## config.mk

```make
export PLATFORM = sky130hd
export DESIGN_NAME = cordic_sched
export DESIGN_NICKNAME = d
export VERILOG_FILES = /design/src/rtl/cordic_sched.sv
export SDC_FILE = /design/constraint.sdc
export NUM_CORES = 1
export LEC_CHECK = 0
export BUFFER_PORTS_ARGS = -buffer_cell sky130_fd_sc_hd__buf_2
export CORE_AREA = 3 3 108 110
export DETAILED_ROUTE_END_ITERATION = 6
export DIE_AREA = 0 0 111 113
export PLACE_DENSITY_LB_ADDON = 0.08
export SYNTH_ARGS = -nofsm -noshare
export SYNTH_HDL_FRONTEND = slang
export SYNTH_SLANG_ARGS = --single-unit
```

## constraint.sdc

```tcl
create_clock -name clk -period 7.05 [get_ports clk]
set_input_delay 1.41 -clock clk [delete_from_list [all_inputs] [get_ports clk]]
set_output_delay 1.41 -clock clk [all_outputs]
set_load 0.005 [all_outputs]
```

## src/rtl/cordic_sched.sv

```systemverilog
// cordic_sched
//   Shares one cordic engine among NREQ requesters. A round-robin arbiter
//   grants one request at a time. The accepted degree is folded into
//   -90..+90 before it goes to the engine. The cos/sin sign is restored on
//   return, and the result is delivered with the owner's id on one response
//   channel. A job whose engine never answers is aborted after TIMEOUT
//   cycles in WAIT and is reported with rsp_err=1.
//
//   State table
//     IDLE  | arbitrate; req_ready of the winner is driven combinationally
//     START | one-cycle eng_start pulse, timeout counter cleared
//     WAIT  | waiting for eng_done or timeout
//     RESP  | response held on rsp_* until rsp_ready
//
// Ports
//   clk, rst                 clock, asynchronous active-high reset
//   req_valid/req_ready      per-requester handshake, ready is one-hot
//   req_degree               packed 9-bit unsigned degrees, slot i = [9i+8:9i]
//   rsp_valid/rsp_ready      shared response handshake
//   rsp_id, rsp_cos, rsp_sin result owner and Q2.10 cos/sin
//   rsp_err                  job timed out (cos=sin=0)
//   busy                     not in IDLE
//   eng_start, eng_degree    engine start pulse and reduced signed angle
//   eng_cos, eng_sin, eng_done  engine result and one-cycle done pulse
module cordic_sched #(
  parameter int NREQ    = 4,
  parameter int ID_W    = 2,
  parameter int TIMEOUT = 96
) (
  input  logic              clk,
  input  logic              rst,
  input  logic [NREQ-1:0]   req_valid,
  input  logic [9*NREQ-1:0] req_degree,
  output logic [NREQ-1:0]   req_ready,
  output logic              rsp_valid,
  input  logic              rsp_ready,
  output logic [ID_W-1:0]   rsp_id,
  output logic [11:0]       rsp_cos,
  output logic [11:0]       rsp_sin,
  output logic              rsp_err,
  output logic              busy,
  output logic              eng_start,
  output logic [8:0]        eng_degree,
  input  logic [11:0]       eng_cos,
  input  logic [11:0]       eng_sin,
  input  logic              eng_done
);

  localparam int CNT_W = $clog2(TIMEOUT + 1);
  localparam logic [CNT_W-1:0] CNT_LAST = CNT_W'(TIMEOUT - 1);
  localparam logic [ID_W-1:0]  ID_LAST  = ID_W'(NREQ - 1);

  typedef enum logic [1:0] {
    IDLE  = 2'd0,
    START = 2'd1,
    WAIT  = 2'd2,
    RESP  = 2'd3
  } state_t;

  state_t            state;
  logic [ID_W-1:0]   rr_ptr;
  logic [ID_W-1:0]   id_q;
  logic              neg_q;
  logic [CNT_W-1:0]  cnt;

  // Round-robin: lowest valid index at or above rr_ptr, otherwise the
  // lowest valid index overall (the wrap-around part of the search).
  logic              gnt_valid;
  logic [ID_W-1:0]   gnt_idx;
  logic              hi_found;
  logic [ID_W-1:0]   hi_idx;
  logic [ID_W-1:0]   lo_idx;

  always_comb begin
    hi_found = 1'b0;
    hi_idx   = '0;
    lo_idx   = '0;
    gnt_valid = 1'b0;
    // Descending scan so the last hit is the lowest index.
    for (int k = NREQ - 1; k >= 0; k--) begin
      if (req_valid[k]) begin
        gnt_valid = 1'b1;
        lo_idx    = ID_W'(k);
        if (ID_W'(k) >= rr_ptr) begin
          hi_found = 1'b1;
          hi_idx   = ID_W'(k);
        end
      end
    end
    gnt_idx = hi_found ? hi_idx : lo_idx;
  end

  assign req_ready = (state == IDLE && !rst && gnt_valid)
                     ? (NREQ'(1) << gnt_idx) : '0;

  // Quadrant reduction of the winning degree.
  logic [8:0] sel_deg;
  logic [9:0] wrap_deg;
  logic [8:0] red_deg;
  logic       red_neg;

  always_comb begin
    sel_deg = '0;
    for (int k = 0; k < NREQ; k++) begin
      if (ID_W'(k) == gnt_idx) sel_deg = req_degree[9*k +: 9];
    end
    wrap_deg = (sel_deg >= 9'd360) ? ({1'b0, sel_deg} - 10'd360)
                                   : {1'b0, sel_deg};
    red_neg = 1'b0;
    red_deg = wrap_deg[8:0];
    if (wrap_deg <= 10'd90) begin
      red_deg = wrap_deg[8:0];
    end else if (wrap_deg <= 10'd269) begin
      // cos(a) = -cos(a-180), sin(a) = -sin(a-180)
      red_deg = 9'(wrap_deg - 10'd180);
      red_neg = 1'b1;
    end else begin
      red_deg = 9'(wrap_deg - 10'd360);
    end
  end

  assign busy = (state != IDLE);

  always_ff @(posedge clk or posedge rst) begin
    if (rst) begin
      state      <= IDLE;
      rr_ptr     <= '0;
      id_q       <= '0;
      neg_q      <= 1'b0;
      cnt        <= '0;
      rsp_valid  <= 1'b0;
      rsp_id     <= '0;
      rsp_cos    <= '0;
      rsp_sin    <= '0;
      rsp_err    <= 1'b0;
      eng_start  <= 1'b0;
      eng_degree <= '0;
    end else begin
      eng_start <= 1'b0;
      case (state)
        IDLE: begin
          if (gnt_valid) begin
            id_q       <= gnt_idx;
            eng_degree <= red_deg;
            neg_q      <= red_neg;
            eng_start  <= 1'b1;
            state      <= START;
          end
        end
        START: begin
          cnt   <= '0;
          state <= WAIT;
        end
        WAIT: begin
          // A done pulse on the timeout cycle still delivers the result.
          if (eng_done) begin
            rsp_cos   <= neg_q ? (~eng_cos + 12'd1) : eng_cos;
            rsp_sin   <= neg_q ? (~eng_sin + 12'd1) : eng_sin;
            rsp_err   <= 1'b0;
            rsp_id    <= id_q;
            rsp_valid <= 1'b1;
            state     <= RESP;
          end else if (cnt == CNT_LAST) begin
            rsp_cos   <= '0;
            rsp_sin   <= '0;
            rsp_err   <= 1'b1;
            rsp_id    <= id_q;
            rsp_valid <= 1'b1;
            state     <= RESP;
          end else begin
            cnt <= cnt + 1'b1;
          end
        end
        RESP: begin
          if (rsp_ready) begin
            rsp_valid <= 1'b0;
            rr_ptr    <= (id_q == ID_LAST) ? '0 : id_q + 1'b1;
            state     <= IDLE;
          end
        end
        default: state <= IDLE;
      endcase
    end
  end

endmodule

```

==> out/results.txt <==
detailed-routing wirelength on met1: 4850 um
proportion of synthesized flip-flops having asynchronous set or reset: 100.0%
number of non-filler instances in the completed layout: 695
Setup Total Neg Slack: 0 ns
cell-by-cell trace of the critical path: buf_2 > a21oi_1 > o211ai_1 > o22ai_1 > o32ai_2 > ha_1 > inv_1 > a221oi_2 > or4b_4 > a21oi_1 > nor2_1 > ha_1 > nand2_1 > nand2_1 > o31ai_1 > a221oi_4 > a21oi_1 > a21boi_1 > o31ai_1
peak supply drop: 0.1271 mV
count of nets left with antenna violations after detail routing: 0
Final Cycle Share: 81.21%
first-pass GRT wire length: 17660 um
final-layout worst hold slack: 0.4848 ns
number of buffers created by CTS: 5
required time of the critical path: 7.27 ns
RSZ-0062 raised after global routing: no
number of DRC markers after the initial detailed-route iteration: 189
final-stage net count: 633
via count: 3629
yosys warns: 0
setup violators final: 0
Die Y: 113 um
flip-flop and latch count after synthesis: 52
count of buffer and inverter cells on the critical path: 2
EDFF count, synth: 0
layout cell share with drive strength beyond 1: 26.49%
number of different library cells in the post-synthesis netlist: 68
# port buffers: 110
Hold Path Cell Cnt: 2
Initial DRT Pass Iterations: 4
clock tree root driver cell: sky130_fd_sc_hd__clkbuf_8
count of fill cells added during filler insertion: 1095
minimum clock period: 5.726 ns
synthesized area per cell: 8.427 um^2
Reg-to-Reg Start: rr_ptr[1]
global-route congestion overflow total: 0
Crit path arrival time: 5.95 ns
most frequently used flop master after synthesis: sky130_fd_sc_hd__dfrtp_1
cell depth of the worst flop-to-flop path: 18
final routed wire length divided by cell count: 15.23 um
HPWL after DPL: 8182 um
most instantiated library cell after synthesis: sky130_fd_sc_hd__nand2_1
via count of the first global-routing pass: 3609
Power per Cell Area: 397.7 nW/um^2
Most Frequent Cell on Critical Path: sky130_fd_sc_hd__a21oi_1
Worst Min Path Start: rsp_cos[11]
DRC violations left: 0
max-cap check violation count: 0
max layer used: met4
sum of met3 wire segment lengths after detailed routing: 633 um
reg2reg setup slack: 1.98 ns
clock tree from TritonCTS: yes
total standard cell area after synthesis: 3784 um^2
PnR Total Power: 0.001821 W
CP Launch Point: req_valid[2]
boundary pin count: 111
slew at the pin closest to its max-slew limit: 0.9020 ns
Gates resized, CTS repair: 0
total wire length: 10590 um
gate count after technology mapping: 449
final max-slew violation count: 0
utilization of the core after routing: 42.43%
Lkg Pwr: 2.185 nW
Slew headroom: 39.74%
Die X: 111 um
status: complete, no violations
GP Congestion: 0.8608
final count of hold timing violations: 0
most frequent cells after synthesis: 71 x sky130_fd_sc_hd__nand2_1, 52 x sky130_fd_sc_hd__dfrtp_1, 41 x sky130_fd_sc_hd__o21ai_0
# rows: 38
all-layer global routing usage: 16.82%
post-CTS repair timing setup buffer count: 0
starting utilization of the core area: 35.06%
class of the worst hold path: flip-flop to flip-flop
layout overhead on the synthesized area: 21.03%
Synth area leader: sky130_fd_sc_hd__dfrtp_1
kind of end point of the critical path: flip-flop
post-synth top area share: 34.39%
number of buffers between clock root and the deepest sink: 2
reg-to-reg critical path endpoint: eng_degree[8]
post-placement cell count: 687
delay-heaviest family, CP: compound AO/OA/AOI/OAI gates
worst-case clock skew: 0.01185 ns
highest attainable clock frequency: 0.1747 GHz
largest net degree at the start of global routing: 54
mean number of vias per cell: 5.222
Crit Path Max Fanout: 13
largest incremental delay on the critical path: 0.55 ns
maximum level of the CTS H-tree: 2
number of diodes added for antenna fixing: 0
Met2 Wirelength: 4973 um
nets in the synthesized netlist: 528
worst-case hold path end point: rsp_cos[11]
Hold Buf Count CTS: 0
Die Footprint: 12540 um^2
critical path class: primary input to flip-flop
antenna violations before repair: 0
core box area: 10790 um^2
clock latency of the later-clocked register in the worst-skew pair: 0.30 ns
startpoint class of the critical path: primary input
Area contributors post-synth: sky130_fd_sc_hd__dfrtp_1 34%, sky130_fd_sc_hd__nand2_1 7.0%, sky130_fd_sc_hd__o21ai_0 5.4%, sky130_fd_sc_hd__xor2_1 3.9%, sky130_fd_sc_hd__ha_1 3.6%
total clock sinks: 52
fraction of the yosys area taken by sequential cells: 34.39%
Clock Pin Slew Worst Setup and Hold Paths: 0.10 ns
slowest cell on the critical path: sky130_fd_sc_hd__o211ai_1
worst reg2reg max path, cell delays in order (launching register included):
cell	delay, ns
sky130_fd_sc_hd__dfrtp_1	0.66
sky130_fd_sc_hd__a21oi_1	0.13
sky130_fd_sc_hd__o211ai_1	0.55
sky130_fd_sc_hd__o22ai_1	0.20
sky130_fd_sc_hd__o32ai_2	0.52
sky130_fd_sc_hd__ha_1	0.23
sky130_fd_sc_hd__inv_1	0.04
sky130_fd_sc_hd__a221oi_2	0.22
sky130_fd_sc_hd__or4b_4	0.55
sky130_fd_sc_hd__a21oi_1	0.22
sky130_fd_sc_hd__nor2_1	0.16
sky130_fd_sc_hd__ha_1	0.23
sky130_fd_sc_hd__nand2_1	0.07
sky130_fd_sc_hd__nand2_1	0.06
sky130_fd_sc_hd__o31ai_1	0.41
sky130_fd_sc_hd__a221oi_4	0.17
sky130_fd_sc_hd__a21oi_1	0.25
sky130_fd_sc_hd__a21boi_1	0.10
sky130_fd_sc_hd__o31ai_1	0.23
cell type report:
cell class	count	area, um^2	share of cell area, %
Tap cell	140	175.2	3.825
Clock buffer	5	68.82	1.503
Timing Repair Buffer	113	573.1	12.51
Sequential cell	52	1301	28.42
Inverter	30	112.6	2.459
Multi-Input combinational cell	352	2306	50.36
Clock inverter	3	42.54	0.9290
logic make-up after synthesis:
| family | after synthesis | share of synthesized area, % |
|---|---|---|
| xor+xnor | 26 | 6.217 |
| compound gates | 133 | 25.50 |
| buf+inv | 45 | 4.762 |
| mux | 15 | 4.134 |
| simple gates | 167 | 21.36 |
| flops | 52 | 34.39 |
| fa+ha+maj | 11 | 3.638 |
how the worst max path moves through the flow:
stage                         end  slack [ns]  cells after the start
CTS                 eng_degree[8]        1.40                     19
global route        eng_degree[8]        1.00                     19
finish              eng_degree[8]        1.32                     19
global placement    eng_degree[2]        1.28                     19
floorplan           eng_degree[2]        1.82                     19
detailed placement  eng_degree[8]        1.08                     19
cells in the final DEF, fill, tap and decap left out, drive strengths merged, types with 7 or more instances in the layout:
cell type  count
a21boi         7
nor3          15
nand3          9
nand2         72
nand2b         8
nor2          20
xor2          17
buf          113
dfrtp         52
mux2i         10
ha            11
xnor2          9
o21ai         50
or3            7
o31ai         10
inv           30
a21oi         18
report_power, final:
| part | switching (W) | total (W) | internal (W) |
|---|---|---|---|
| logic | 0.000630 | 0.00109 | 0.000458 |
| registers | 0.000101 | 0.000524 | 0.000423 |
| clock network | 0.000105 | 0.000210 | 0.000105 |
| total | 0.000835 | 0.00182 | 0.000986 |
per-layer routing:
metal	global-route usage [%]	up-vias
met4	3.941	0
met1	21.96	1685
li1	-	1812
met3	3.155	13
met2	29.00	119
met5	0	-
sequential cells by signal (all words and copies together) (netlist names):
register and flops:
rsp_cos 12, eng_start 1, rr_ptr 2, state 2, neg_q 1, rsp_err 1, rsp_valid 1, rsp_sin 12
rsp_id 2, eng_degree 9, id_q 2, cnt 7
per-stage QoR:
step / setup WS, ns / instance area [um^2]
final: 1.324 / 4579
after global routing: 1.000 / 4579
after global placement: 1.279 / 4468
after detailed placement: 1.082 / 4468
after CTS: 1.395 / 4579
after floorplan: 1.817 / 3784
Power figures use the tool's default switching activity.
